===== src/rtl/cs_pkg.sv =====
// Shared CSR definitions for the machine-mode CSR file: addresses, access ops,
// mstatus/mie/mip bit positions and fixed identification values.
package cs_pkg;

  // CSR addresses
  localparam logic [11:0] CSR_MSTATUS   = 12'h300;
  localparam logic [11:0] CSR_MISA      = 12'h301;
  localparam logic [11:0] CSR_MIE       = 12'h304;
  localparam logic [11:0] CSR_MTVEC     = 12'h305;
  localparam logic [11:0] CSR_MSCRATCH  = 12'h340;
  localparam logic [11:0] CSR_MEPC      = 12'h341;
  localparam logic [11:0] CSR_MCAUSE    = 12'h342;
  localparam logic [11:0] CSR_MTVAL     = 12'h343;
  localparam logic [11:0] CSR_MIP       = 12'h344;
  localparam logic [11:0] CSR_MCYCLE    = 12'hB00;
  localparam logic [11:0] CSR_MINSTRET  = 12'hB02;
  localparam logic [11:0] CSR_MCYCLEH   = 12'hB80;
  localparam logic [11:0] CSR_MINSTRETH = 12'hB82;
  localparam logic [11:0] CSR_CYCLE     = 12'hC00;
  localparam logic [11:0] CSR_INSTRET   = 12'hC02;
  localparam logic [11:0] CSR_CYCLEH    = 12'hC80;
  localparam logic [11:0] CSR_INSTRETH  = 12'hC82;
  localparam logic [11:0] CSR_MVENDORID = 12'hF11;
  localparam logic [11:0] CSR_MARCHID   = 12'hF12;
  localparam logic [11:0] CSR_MIMPID    = 12'hF13;
  localparam logic [11:0] CSR_MHARTID   = 12'hF14;

  // CSR access operations as sent by the decoder
  typedef enum logic [1:0] {
    CSR_OP_READ  = 2'b00,
    CSR_OP_WRITE = 2'b01,
    CSR_OP_SET   = 2'b10,
    CSR_OP_CLEAR = 2'b11
  } csr_op_e;

  // Register bit positions
  localparam int MSTATUS_MIE_BIT  = 3;
  localparam int MSTATUS_MPIE_BIT = 7;
  localparam int MSTATUS_MPP_LSB  = 11;
  localparam int MIE_MEIE_BIT     = 11;
  localparam int MIP_MEIP_BIT     = 11;

  localparam logic [31:0] MISA_RV32I  = 32'h4000_0100;
  localparam logic [1:0]  PRIV_M      = 2'b11;
  // Clears bits 1:0 of mepc/mtvec (word aligned, direct mode)
  localparam logic [31:0] ALIGN_MASK  = 32'hFFFF_FFFC;

  // Read-modify-write result of a CSR instruction
  function automatic logic [31:0] csr_modify(input logic [1:0] op,
                                             input logic [31:0] old_val,
                                             input logic [31:0] operand);
    logic [31:0] res;
    res = old_val;
    case (op)
      CSR_OP_WRITE: res = operand;
      CSR_OP_SET:   res = old_val | operand;
      CSR_OP_CLEAR: res = old_val & ~operand;
      default:      res = old_val;
    endcase
    return res;
  endfunction

endpackage


===== src/rtl/cs_registers_m_counter64.sv =====
// Up to 64-bit event counter exposed as two 32-bit CSR halves. A write to
// either half replaces that half and drops the increment for that cycle.
module cs_counter64 #(
  parameter int C_CNT_WIDTH = 64
) (
  input  logic        clk_i,
  input  logic        resetb_i,
  input  logic        clk_en_i,
  input  logic        inc_i,
  input  logic        wr_lo_i,
  input  logic        wr_hi_i,
  input  logic [31:0] wdata_i,
  output logic [31:0] lo_o,
  output logic [31:0] hi_o
);

  localparam int HI_W = C_CNT_WIDTH - 32;

  logic [C_CNT_WIDTH-1:0] cnt_q;
  logic [C_CNT_WIDTH-1:0] cnt_d;

  // Next count: CSR half-write wins over the increment; wraps naturally
  always_comb begin
    cnt_d = cnt_q;
    if (wr_lo_i) begin
      cnt_d[31:0] = wdata_i;
    end else if (wr_hi_i) begin
      cnt_d[C_CNT_WIDTH-1:32] = wdata_i[HI_W-1:0];
    end else if (inc_i) begin
      cnt_d = cnt_q + C_CNT_WIDTH'(1);
    end
  end

  // Count register, held while the clock enable is low
  always_ff @(posedge clk_i or negedge resetb_i) begin
    if (!resetb_i) begin
      cnt_q <= '0;
    end else if (clk_en_i) begin
      cnt_q <= cnt_d;
    end
  end

  assign lo_o = cnt_q[31:0];

  // Upper half zero-extended; unimplemented bits read as 0
  always_comb begin
    hi_o = '0;
    hi_o[HI_W-1:0] = cnt_q[C_CNT_WIDTH-1:32];
  end

endmodule


===== src/rtl/cs_registers_m.sv =====
// Machine-mode CSR file: trap registers, mcycle/minstret counters, CSR
// read-modify-write with illegal-access detection, trap entry and MRET.
module cs_registers_m
  import cs_pkg::*;
#(
  parameter int          C_XLEN        = 32,
  parameter int          C_CNT_WIDTH   = 64,
  parameter logic [31:0] C_HART_ID     = 32'd0,
  parameter logic [31:0] C_MTVEC_RESET = 32'h0000_0000
) (
  input  logic              clk_i,
  input  logic              clk_en_i,
  input  logic              resetb_i,
  input  logic              access_i,
  input  logic [1:0]        op_i,
  input  logic [11:0]       addr_i,
  input  logic [C_XLEN-1:0] data_i,
  output logic [C_XLEN-1:0] data_o,
  output logic              illegal_access_o,
  output logic [1:0]        hpl_o,
  input  logic              instret_i,
  input  logic              trap_i,
  input  logic [C_XLEN-1:0] trap_cause_i,
  input  logic [C_XLEN-1:0] trap_pc_i,
  input  logic [C_XLEN-1:0] trap_val_i,
  input  logic              mret_i,
  input  logic              irq_ext_i,
  output logic              irq_pending_o,
  output logic [C_XLEN-1:0] trap_vector_o,
  output logic [C_XLEN-1:0] epc_o
);

  logic        mstatus_mie_q,  mstatus_mie_d;
  logic        mstatus_mpie_q, mstatus_mpie_d;
  logic        mie_meie_q,     mie_meie_d;
  logic        irq_pending_q,  irq_pending_d;
  logic [31:0] mtvec_q,    mtvec_d;
  logic [31:0] mscratch_q, mscratch_d;
  logic [31:0] mepc_q,     mepc_d;
  logic [31:0] mcause_q,   mcause_d;
  logic [31:0] mtval_q,    mtval_d;

  logic [31:0] mcycle_lo, mcycle_hi, minstret_lo, minstret_hi;
  logic [31:0] csr_rdata, csr_wdata;
  logic        csr_hit, csr_wr;

  // Address decode and read mux (value before this cycle's update)
  always_comb begin
    csr_rdata = '0;
    csr_hit   = 1'b1;
    case (addr_i)
      CSR_MSTATUS: begin
        csr_rdata[MSTATUS_MIE_BIT]               = mstatus_mie_q;
        csr_rdata[MSTATUS_MPIE_BIT]              = mstatus_mpie_q;
        csr_rdata[MSTATUS_MPP_LSB +: 2]          = PRIV_M;
      end
      CSR_MISA:                        csr_rdata = MISA_RV32I;
      CSR_MIE:                         csr_rdata[MIE_MEIE_BIT] = mie_meie_q;
      CSR_MTVEC:                       csr_rdata = mtvec_q;
      CSR_MSCRATCH:                    csr_rdata = mscratch_q;
      CSR_MEPC:                        csr_rdata = mepc_q;
      CSR_MCAUSE:                      csr_rdata = mcause_q;
      CSR_MTVAL:                       csr_rdata = mtval_q;
      CSR_MIP:                         csr_rdata[MIP_MEIP_BIT] = irq_ext_i;
      CSR_MCYCLE,    CSR_CYCLE:        csr_rdata = mcycle_lo;
      CSR_MCYCLEH,   CSR_CYCLEH:       csr_rdata = mcycle_hi;
      CSR_MINSTRET,  CSR_INSTRET:      csr_rdata = minstret_lo;
      CSR_MINSTRETH, CSR_INSTRETH:     csr_rdata = minstret_hi;
      CSR_MVENDORID, CSR_MARCHID,
      CSR_MIMPID:                      csr_rdata = '0;
      CSR_MHARTID:                     csr_rdata = C_HART_ID;
      default:                         csr_hit   = 1'b0;
    endcase
  end

  // Read-only space is addr[11:10]=11; any modifying op there is illegal
  assign illegal_access_o = access_i &
                            (~csr_hit | ((addr_i[11:10] == 2'b11) && (op_i != CSR_OP_READ)));
  assign csr_wr    = access_i & ~illegal_access_o & (op_i != CSR_OP_READ);
  assign csr_wdata = csr_modify(op_i, csr_rdata, data_i);

  // Next state: trap beats MRET beats CSR write
  always_comb begin
    mstatus_mie_d  = mstatus_mie_q;
    mstatus_mpie_d = mstatus_mpie_q;
    mie_meie_d     = mie_meie_q;
    mtvec_d        = mtvec_q;
    mscratch_d     = mscratch_q;
    mepc_d         = mepc_q;
    mcause_d       = mcause_q;
    mtval_d        = mtval_q;
    irq_pending_d  = mstatus_mie_q & mie_meie_q & irq_ext_i;
    if (trap_i) begin
      mepc_d         = trap_pc_i & ALIGN_MASK;
      mcause_d       = trap_cause_i;
      mtval_d        = trap_val_i;
      mstatus_mpie_d = mstatus_mie_q;
      mstatus_mie_d  = 1'b0;
    end else if (mret_i) begin
      mstatus_mie_d  = mstatus_mpie_q;
      mstatus_mpie_d = 1'b1;
    end else if (csr_wr) begin
      case (addr_i)
        CSR_MSTATUS: begin
          mstatus_mie_d  = csr_wdata[MSTATUS_MIE_BIT];
          mstatus_mpie_d = csr_wdata[MSTATUS_MPIE_BIT];
        end
        CSR_MIE:      mie_meie_d = csr_wdata[MIE_MEIE_BIT];
        CSR_MTVEC:    mtvec_d    = csr_wdata & ALIGN_MASK;
        CSR_MSCRATCH: mscratch_d = csr_wdata;
        CSR_MEPC:     mepc_d     = csr_wdata & ALIGN_MASK;
        CSR_MCAUSE:   mcause_d   = csr_wdata;
        CSR_MTVAL:    mtval_d    = csr_wdata;
        default: ;
      endcase
    end
  end

  // State registers with asynchronous reset and clock enable
  always_ff @(posedge clk_i or negedge resetb_i) begin
    if (!resetb_i) begin
      mstatus_mie_q  <= 1'b0;
      mstatus_mpie_q <= 1'b0;
      mie_meie_q     <= 1'b0;
      irq_pending_q  <= 1'b0;
      mtvec_q        <= C_MTVEC_RESET & ALIGN_MASK;
      mscratch_q     <= '0;
      mepc_q         <= '0;
      mcause_q       <= '0;
      mtval_q        <= '0;
    end else if (clk_en_i) begin
      mstatus_mie_q  <= mstatus_mie_d;
      mstatus_mpie_q <= mstatus_mpie_d;
      mie_meie_q     <= mie_meie_d;
      irq_pending_q  <= irq_pending_d;
      mtvec_q        <= mtvec_d;
      mscratch_q     <= mscratch_d;
      mepc_q         <= mepc_d;
      mcause_q       <= mcause_d;
      mtval_q        <= mtval_d;
    end
  end

  // Counters update regardless of trap/MRET in the same cycle
  cs_counter64 #(.C_CNT_WIDTH(C_CNT_WIDTH)) u_mcycle (
    .clk_i    (clk_i),
    .resetb_i (resetb_i),
    .clk_en_i (clk_en_i),
    .inc_i    (1'b1),
    .wr_lo_i  (csr_wr && (addr_i == CSR_MCYCLE)),
    .wr_hi_i  (csr_wr && (addr_i == CSR_MCYCLEH)),
    .wdata_i  (csr_wdata),
    .lo_o     (mcycle_lo),
    .hi_o     (mcycle_hi)
  );

  cs_counter64 #(.C_CNT_WIDTH(C_CNT_WIDTH)) u_minstret (
    .clk_i    (clk_i),
    .resetb_i (resetb_i),
    .clk_en_i (clk_en_i),
    .inc_i    (instret_i),
    .wr_lo_i  (csr_wr && (addr_i == CSR_MINSTRET)),
    .wr_hi_i  (csr_wr && (addr_i == CSR_MINSTRETH)),
    .wdata_i  (csr_wdata),
    .lo_o     (minstret_lo),
    .hi_o     (minstret_hi)
  );

  assign data_o        = csr_rdata;
  assign hpl_o         = PRIV_M;
  assign irq_pending_o = irq_pending_q;
  assign trap_vector_o = mtvec_q;
  assign epc_o         = mepc_q;

endmodule

===== config.mk =====
export PLATFORM = sky130hd
export DESIGN_NAME = cs_registers_m
export DESIGN_NICKNAME = d
export VERILOG_FILES = /design/src/rtl/cs_pkg.sv /design/src/rtl/cs_registers_m_counter64.sv /design/src/rtl/cs_registers_m.sv
export SDC_FILE = /design/constraint.sdc
export NUM_CORES = 1
export LEC_CHECK = 0
export ABC_AREA = 0
export CORE_UTILIZATION = 40
export DETAILED_ROUTE_END_ITERATION = 16
export GPL_TIMING_DRIVEN = 0
export PLACE_DENSITY = 0.73
export SLEW_MARGIN = 20
export SYNTH_ARGS = -nofsm -noshare
export SYNTH_HDL_FRONTEND = slang
export SYNTH_SLANG_ARGS = --single-unit

===== constraint.sdc =====
create_clock -name clk_i -period 3.2 [get_ports clk_i]
set_input_delay 0.64 -clock clk_i [delete_from_list [all_inputs] [get_ports clk_i]]
set_output_delay 0.64 -clock clk_i [all_outputs]
set_load 0.02 [all_outputs]

Word level (Yosys, flattened, before mapping)
Cells that the tools add are included.
W data, S select, Z words.
{"block": "word_totals", "word_cells": 125, "input_bits": 150, "output_inout_bits": 100, "register_bits": 290}
{"block": "op_classes", "reduce_logical": 30, "bitwise_logic": 15, "mux": 37, "eq_ne": 28, "n_addsub": 2}
{"operator": "$mux W32", "count": 18}
{"operator": "$pmux W19 S10", "count": 1}
{"operator": "$eq A12 B12 Y1 const B", "count": 12}
{"operator": "$add A64 B1 Y64 const B", "count": 2}
{"operator": "$eq A12 B10 Y1 const B", "count": 9}
{"operator": "$pmux W32 S3", "count": 1}
{"operator": "$mux W64", "count": 1}
{"operator": "$pmux W3 S9", "count": 2}
{"operator": "$and A32 B32 Y32", "count": 1}
{"operator": "$not A32 Y32", "count": 1}
{"operator": "$or A32 B32 Y32", "count": 1}
{"operator": "$pmux W1 S10", "count": 3}
{"operator": "$pmux W3 S10", "count": 1}
{"operator": "$reduce_or A21 Y1", "count": 1}
{"operator": "$reduce_and A5 Y1", "count": 3}
{"operator": "$reduce_bool A2 Y1", "count": 7}
{"operator": "$pmux W1 S12", "count": 1}
{"operator": "$reduce_and A4 Y1", "count": 3}
{"operator": "$mux W1", "count": 9}
{"operator": "$reduce_and A3 Y1", "count": 3}
{"operator": "$reduce_or A2 Y1", "count": 4}
{"operator": "$eq A2 B2 Y1 const B", "count": 3}
{"operator": "$not A1 Y1", "count": 6}
{"operator": "$reduce_bool A3 Y1", "count": 2}
{"operator": "7 further kinds", "count": 17}

Longest topological paths before layout
{"block": "logic_depth", "depth_word": 12, "ltp_mapped": 11, "depth_no_buf": 8}

By module
A second synthesis with hierarchy kept.
{"block": "unflattened", "cells_unflattened": 2308, "hier_area_um2": 19892.8}
{"mod": "cs_registers_m", "area_per_inst_um2": 10659.0, "seq_area_each_um2": 4003.8, "cells_per_inst": 1144, "n_inst": 1}
{"mod": "cs_counter64", "area_per_inst_um2": 4616.9, "seq_area_each_um2": 1601.5, "cells_per_inst": 582, "n_inst": 2}

Worst setup path before layout
OpenSTA, ideal clock, no wires.
{"block": "synth_timing", "kind": "input to output", "startpoint": "input op_i[0]", "endpoint": "output illegal_access_o", "t_arrival_ns": 2.356, "path_buffers": 4, "t_required_ns": 2.560, "stages": 7, "path_slack_ns": 0.204, "cell_sequence": "clkbuf_1 -> or2_2 -> clkbuf_1 -> clkbuf_1 -> clkbuf_1 -> nand3_1 -> a21boi_0"}
{"block": "synth_between", "elab_chain_cells": 4}
{"element": "from (decl)", "line": "cs_registers_m.sv:15", "text": "input logic [1:0] op_i,"}
{"element": "$reduce_bool A2 Y1", "line": "cs_registers_m.sv:78", "text": "(~csr_hit | ((addr_i[11:10] == 2'b11) && (op_i != CSR_OP_READ)));"}
{"element": "$logic_and A1 B1 Y1", "line": "cs_registers_m.sv:78"}
{"element": "$or A1 B1 Y1", "line": "cs_registers_m.sv:78"}
{"element": "$and A1 B1 Y1", "line": "cs_registers_m.sv:77", "text": "assign illegal_access_o = access_i &"}
{"element": "to (decl)", "line": "cs_registers_m.sv:19", "text": "output logic illegal_access_o,"}
No other way between the ends.

Worst setup path in the final report
{"block": "layout_timing", "startpoint": "input addr_i[0]", "endpoint": "output data_o[3]"}
{"block": "layout_between", "elab_chain_cells": 3, "word_cells_on_any_way": 19, "cone_classes": "eq/ne (14); mux (1); reduce/logical (4)"}
{"element": "from (decl)", "line": "cs_registers_m.sv:16", "text": "input logic [11:0] addr_i,"}
{"element": "$eq A12 B12 Y1", "line": "cs_registers_m.sv:51", "text": "case (addr_i)"}
{"element": "$reduce_or A2 Y1", "line": "cs_registers_m.sv:51"}
{"element": "$pmux W1 S10 *", "line": "cs_registers_m.sv:51"}
{"element": "to (decl)", "line": "cs_registers_m.sv:18", "text": "output logic [C_XLEN-1:0] data_o,"}
Mark *: on every way between the ends. The rest lies on a longest branch, timed or not.

==> metrics.log <==
[metrics] first drt pass iteration count: 7
[metrics] Max Buffers Root-to-Sink: 3
[metrics] sequential share of the synthesized area: between 30 and 40%
[metrics] setup slack of the worst register-to-register path: 80 ps
[metrics] post-layout power: 10.6 mW
[metrics] Pins Over Slew Limit: 0
[metrics] peak supply drop: 523 uV
[metrics] Unique masters post-synth: 102
[metrics] smallest hold slack: -2.68 ps
[metrics] number of buffers added to fix hold violations after cts: 0
[metrics] number of placed instances, taps included: 3055
[metrics] buffer type at the clock tree root: sky130_fd_sc_hd__clkbuf_16
[metrics] worst hold-check path type: in2async
[metrics] gate count after technology mapping: about 2.2k
[metrics] Worst-Skew Late Latency: 580 ps
[metrics] RD Place Congestion: 1.07
[metrics] DRC errors left: 0
[metrics] H-tree depth reported by CTS: 2
[metrics] sum of negative setup slack: -324 ps
[metrics] flops & latches, synth: 288
[metrics] mean routed wirelength per cell: 34.5 um
[metrics] final antenna-violating net count: 0
[metrics] Synthesis Warnings: 0
[metrics] crit-path max cell delay: around 440 ps
[metrics] final cell count without fillers: 3222
[metrics] result of the run: finished, violations left
[metrics] die width: 217 um
[metrics] wire length of the first global-routing pass: around 160 mm
[metrics] maximum frequency from static timing analysis: 306 MHz
[metrics] leak pwr: 10.2 nW
[metrics] Worst EP arrival: 2630 ps
[metrics] unrepaired setup endpoints after global routing: yes
[metrics] CP required: 2560 ps
[metrics] cell chain of the critical path: buf_12, buf_8, nor4b_4, buf_6, buf_12, buf_12, buf_6, a22oi_2, a21oi_2, nor2_2, o221ai_4, buf_6
[metrics] net total in the final layout: around 2.7k
[metrics] Die ar.: 0.0472 sq mm
[metrics] Max-Slew Margin vs Limit: 19.2%
[metrics] initial DRC count: 3615
[metrics] number of buffers created by CTS: 36
[metrics] core area: roughly 0.046 sq mm
[metrics] EDFF count, synth: 0
[metrics] RR Endpoint: u_minstret.cnt_q[30]
[metrics] TritonCTS clock tree: yes
[metrics] Die Y-Extent: 217 um
[metrics] mean number of vias per cell: ~7
[metrics] Clk pin slew, worst setup/hold paths: 50 ps
[metrics] pre-CTS setup slack: -2140 ps
[metrics] path depth of the worst reg2reg path: 8
[metrics] routed vias: 22.6k
[metrics] post-detailed-placement half-perimeter wirelength: 82.4 mm
[metrics] worst-margin pin slew: 1210 ps
[metrics] cell row count: 78
[metrics] crit-path max FO: 6
[metrics] TritonCTS sink count: approximately 290
[metrics] top-level port count: 250
[metrics] mapped cell area: 0.0185 sq mm
[metrics] Layout Skew: 22.6 ps
[metrics] asr flop ratio synth: between 90% and 100%
[metrics] timing startpoint of the critical path: addr_i[0]
[metrics] launching point of the worst reg2reg path: u_minstret.cnt_q[1]
[metrics] number of logic stages on the critical path including buffering: 12
[metrics] number of antenna violations at the first check in global routing: 14
[metrics] max-capacitance violation count: 0
[metrics] area growth from synthesis to layout: 35.3%
[metrics] share of final-layout standard cells stronger than drive strength 1: 18.5%
[metrics] via count of the first global-routing pass: 21.1k
[metrics] worst setup path end: data_o[3]
[metrics] cell type group with the largest total delay on the critical path: buffers and inverters
[metrics] failing checks: negative hold slack, negative setup slack
[metrics] final wirelength: 111 mm
[metrics] overflow left after global routing: 0
[metrics] mean post-synth cell area: 8.43 sq um
[metrics] most used flip-flop cell after synthesis: sky130_fd_sc_hd__dfrtp_1
[metrics] kind of critical path: in2out
[metrics] effective utilization at floorplan: between 40% and 50%
[metrics] fraction of the cycle the final worst path needs: 102%
[metrics] launching element type of the critical path: primary input
[metrics] total global-route track usage: 46.8%
[metrics] pwr dens: 423 mW/mm^2
[metrics] pin count of the biggest net entering global routing: 89
[metrics] combined buffer and inverter count along the critical path: 7
[metrics] count of final hold-check violations: 1
[metrics] CP max stage cell: sky130_fd_sc_hd__nor4b_4
[metrics] Final WS setup: -66.5 ps
[metrics] Crit. End Element: output pin
[metrics] setup violation total in the final timing report: 16
[metrics] clock period minus worst slack: 3270 ps
[metrics] Port Buffers: 237
worst min path at each step:
| stage | from | endpoint | slack (ps) | cells past startpoint |
|---|---|---|---|---|
| after CTS | resetb_i | mstatus_mie_q | 10 | 1 |
| after global routing | resetb_i | mcause_q[15] | 30 | 1 |
| final | resetb_i | epc_o[8] | -3 | 1 |
| after floorplan | resetb_i | epc_o[10] | 340 | 0 |
| after global placement | mscratch_q[19] | mscratch_q[19] | 450 | 2 |
| after detailed placement | mscratch_q[16] | mscratch_q[16] | 470 | 2 |
layout by cell type, fill, tap and decap left out, drive strengths merged, types with 24 or more instances in the layout:
cell and n:
a211oi 37, a21oi 212, a221oi 35, a22oi 53, and2 38, and3 101, buf 220, clkbuf 157
clkdlybuf4s50 194, dfrtp 288, inv 33, mux2i 24, nand2 245, nand3 83, nand4 47, nor2 126
nor3 48, nor4 33, o21ai 246, o22ai 29
worst register-to-register path: stages, from the launching register on:
cell	delay (ps)
sky130_fd_sc_hd__dfrtp_1	620
sky130_fd_sc_hd__ha_1	350
sky130_fd_sc_hd__nand3_1	120
sky130_fd_sc_hd__nor4bb_1	890
sky130_fd_sc_hd__nand2_1	250
sky130_fd_sc_hd__nor2_1	300
sky130_fd_sc_hd__a311oi_1	130
sky130_fd_sc_hd__a31oi_1	170
sky130_fd_sc_hd__o21ai_0	100
routing by layer:
metal / up-vias / part of all wire [%] / GRT usage (%)
met3: 569 / 12 / 14.6
met2: 1966 / 42 / 67.6
met4: 14 / 9.1 / 35.8
met1: 10900 / 36 / 58.1
li1: 9146 / - / -
met5: - / 0.080 / 0
flip-flops by register name, summed over array words and instances (netlist names), 30 cells and up:
signal            cells
u_minstret.cnt_q     64
trap_vector_o        30
epc_o                30
mcause_q             32
mscratch_q           32
mtval_q              32
u_mcycle.cnt_q       64
cell usage after synthesis (all sizes together) (31+ instances only):
cell type | instances | share of area, %
clkbuf | 108 | 2.2
nand2 | 245 | 5.0
a221oi | 35 | 1.8
and2 | 38 | 1.3
buf | 72 | 2.1
and3 | 101 | 3.4
a22oi | 53 | 2.2
nand3 | 83 | 2.2
inv | 31 | 0.63
a21oi | 212 | 5.7
nor4 | 33 | 1.7
a211oi | 37 | 1.6
nor3 | 48 | 1.4
nor2 | 126 | 2.6
nand4 | 47 | 1.6
o21ai | 246 | 6.7
dfrtp | 288 | 39
stage by stage:
step           cell area (sq um)  hold WS, ps  utilization [%]
6_report                   25100        -2.68             55.0
3_5_place_dp               22000          474             48.3
3_3_place_gp               21700          453             47.6
5_1_grt                    25100         27.9             55.0
4_1_cts                    24700         13.8             54.1
2_1_floorplan              18600          344                -
power breakdown:
part | leakage (nW) | internal (mW) | switching [mW] | total, mW
Clock | 0.573 | 2.42 | 1.76 | 4.17
Combinational | 5.97 | 0.782 | 1.33 | 2.11
Sequential | 3.63 | 3.92 | 0.402 | 4.32
logic make-up (layout without fill, tap and decap cells):
logic type | Yosys count | after routing | synth area share (%)
fa+ha+maj | 2 | 2 | 0.135
mux | 44 | 44 | 3.24
other cells | 2 | 16 | 0.0405
flops | 288 | 288 | 38.9
simple gates | 813 | 813 | 23.3
compound gates | 813 | 813 | 28.2
xor+xnor | 26 | 26 | 1.23
buf+inv | 211 | 620 | 4.96
area by class of cell:
cell class | count | area (sq um)
flip-flops and latches | 288 | 7210
well taps | 600 | 751
multi-input cells | 1704 | 11300
clock inverters | 10 | 87.6
fillers | 4127 | 20500
plain buffers | 175 | 1120
clock buffers | 54 | 1080
diodes | 10 | 25.0
inverters | 31 | 116
repair buffers | 350 | 3400
what timing repair did:
action	4_1_cts	5_1_grt
gates cloned	2	0
buffers inserted	74	23
endpoints found under the setup margin	320	96
pin swaps	44	26
resized for setup	395	70
Power figures use the tool's default switching activity.
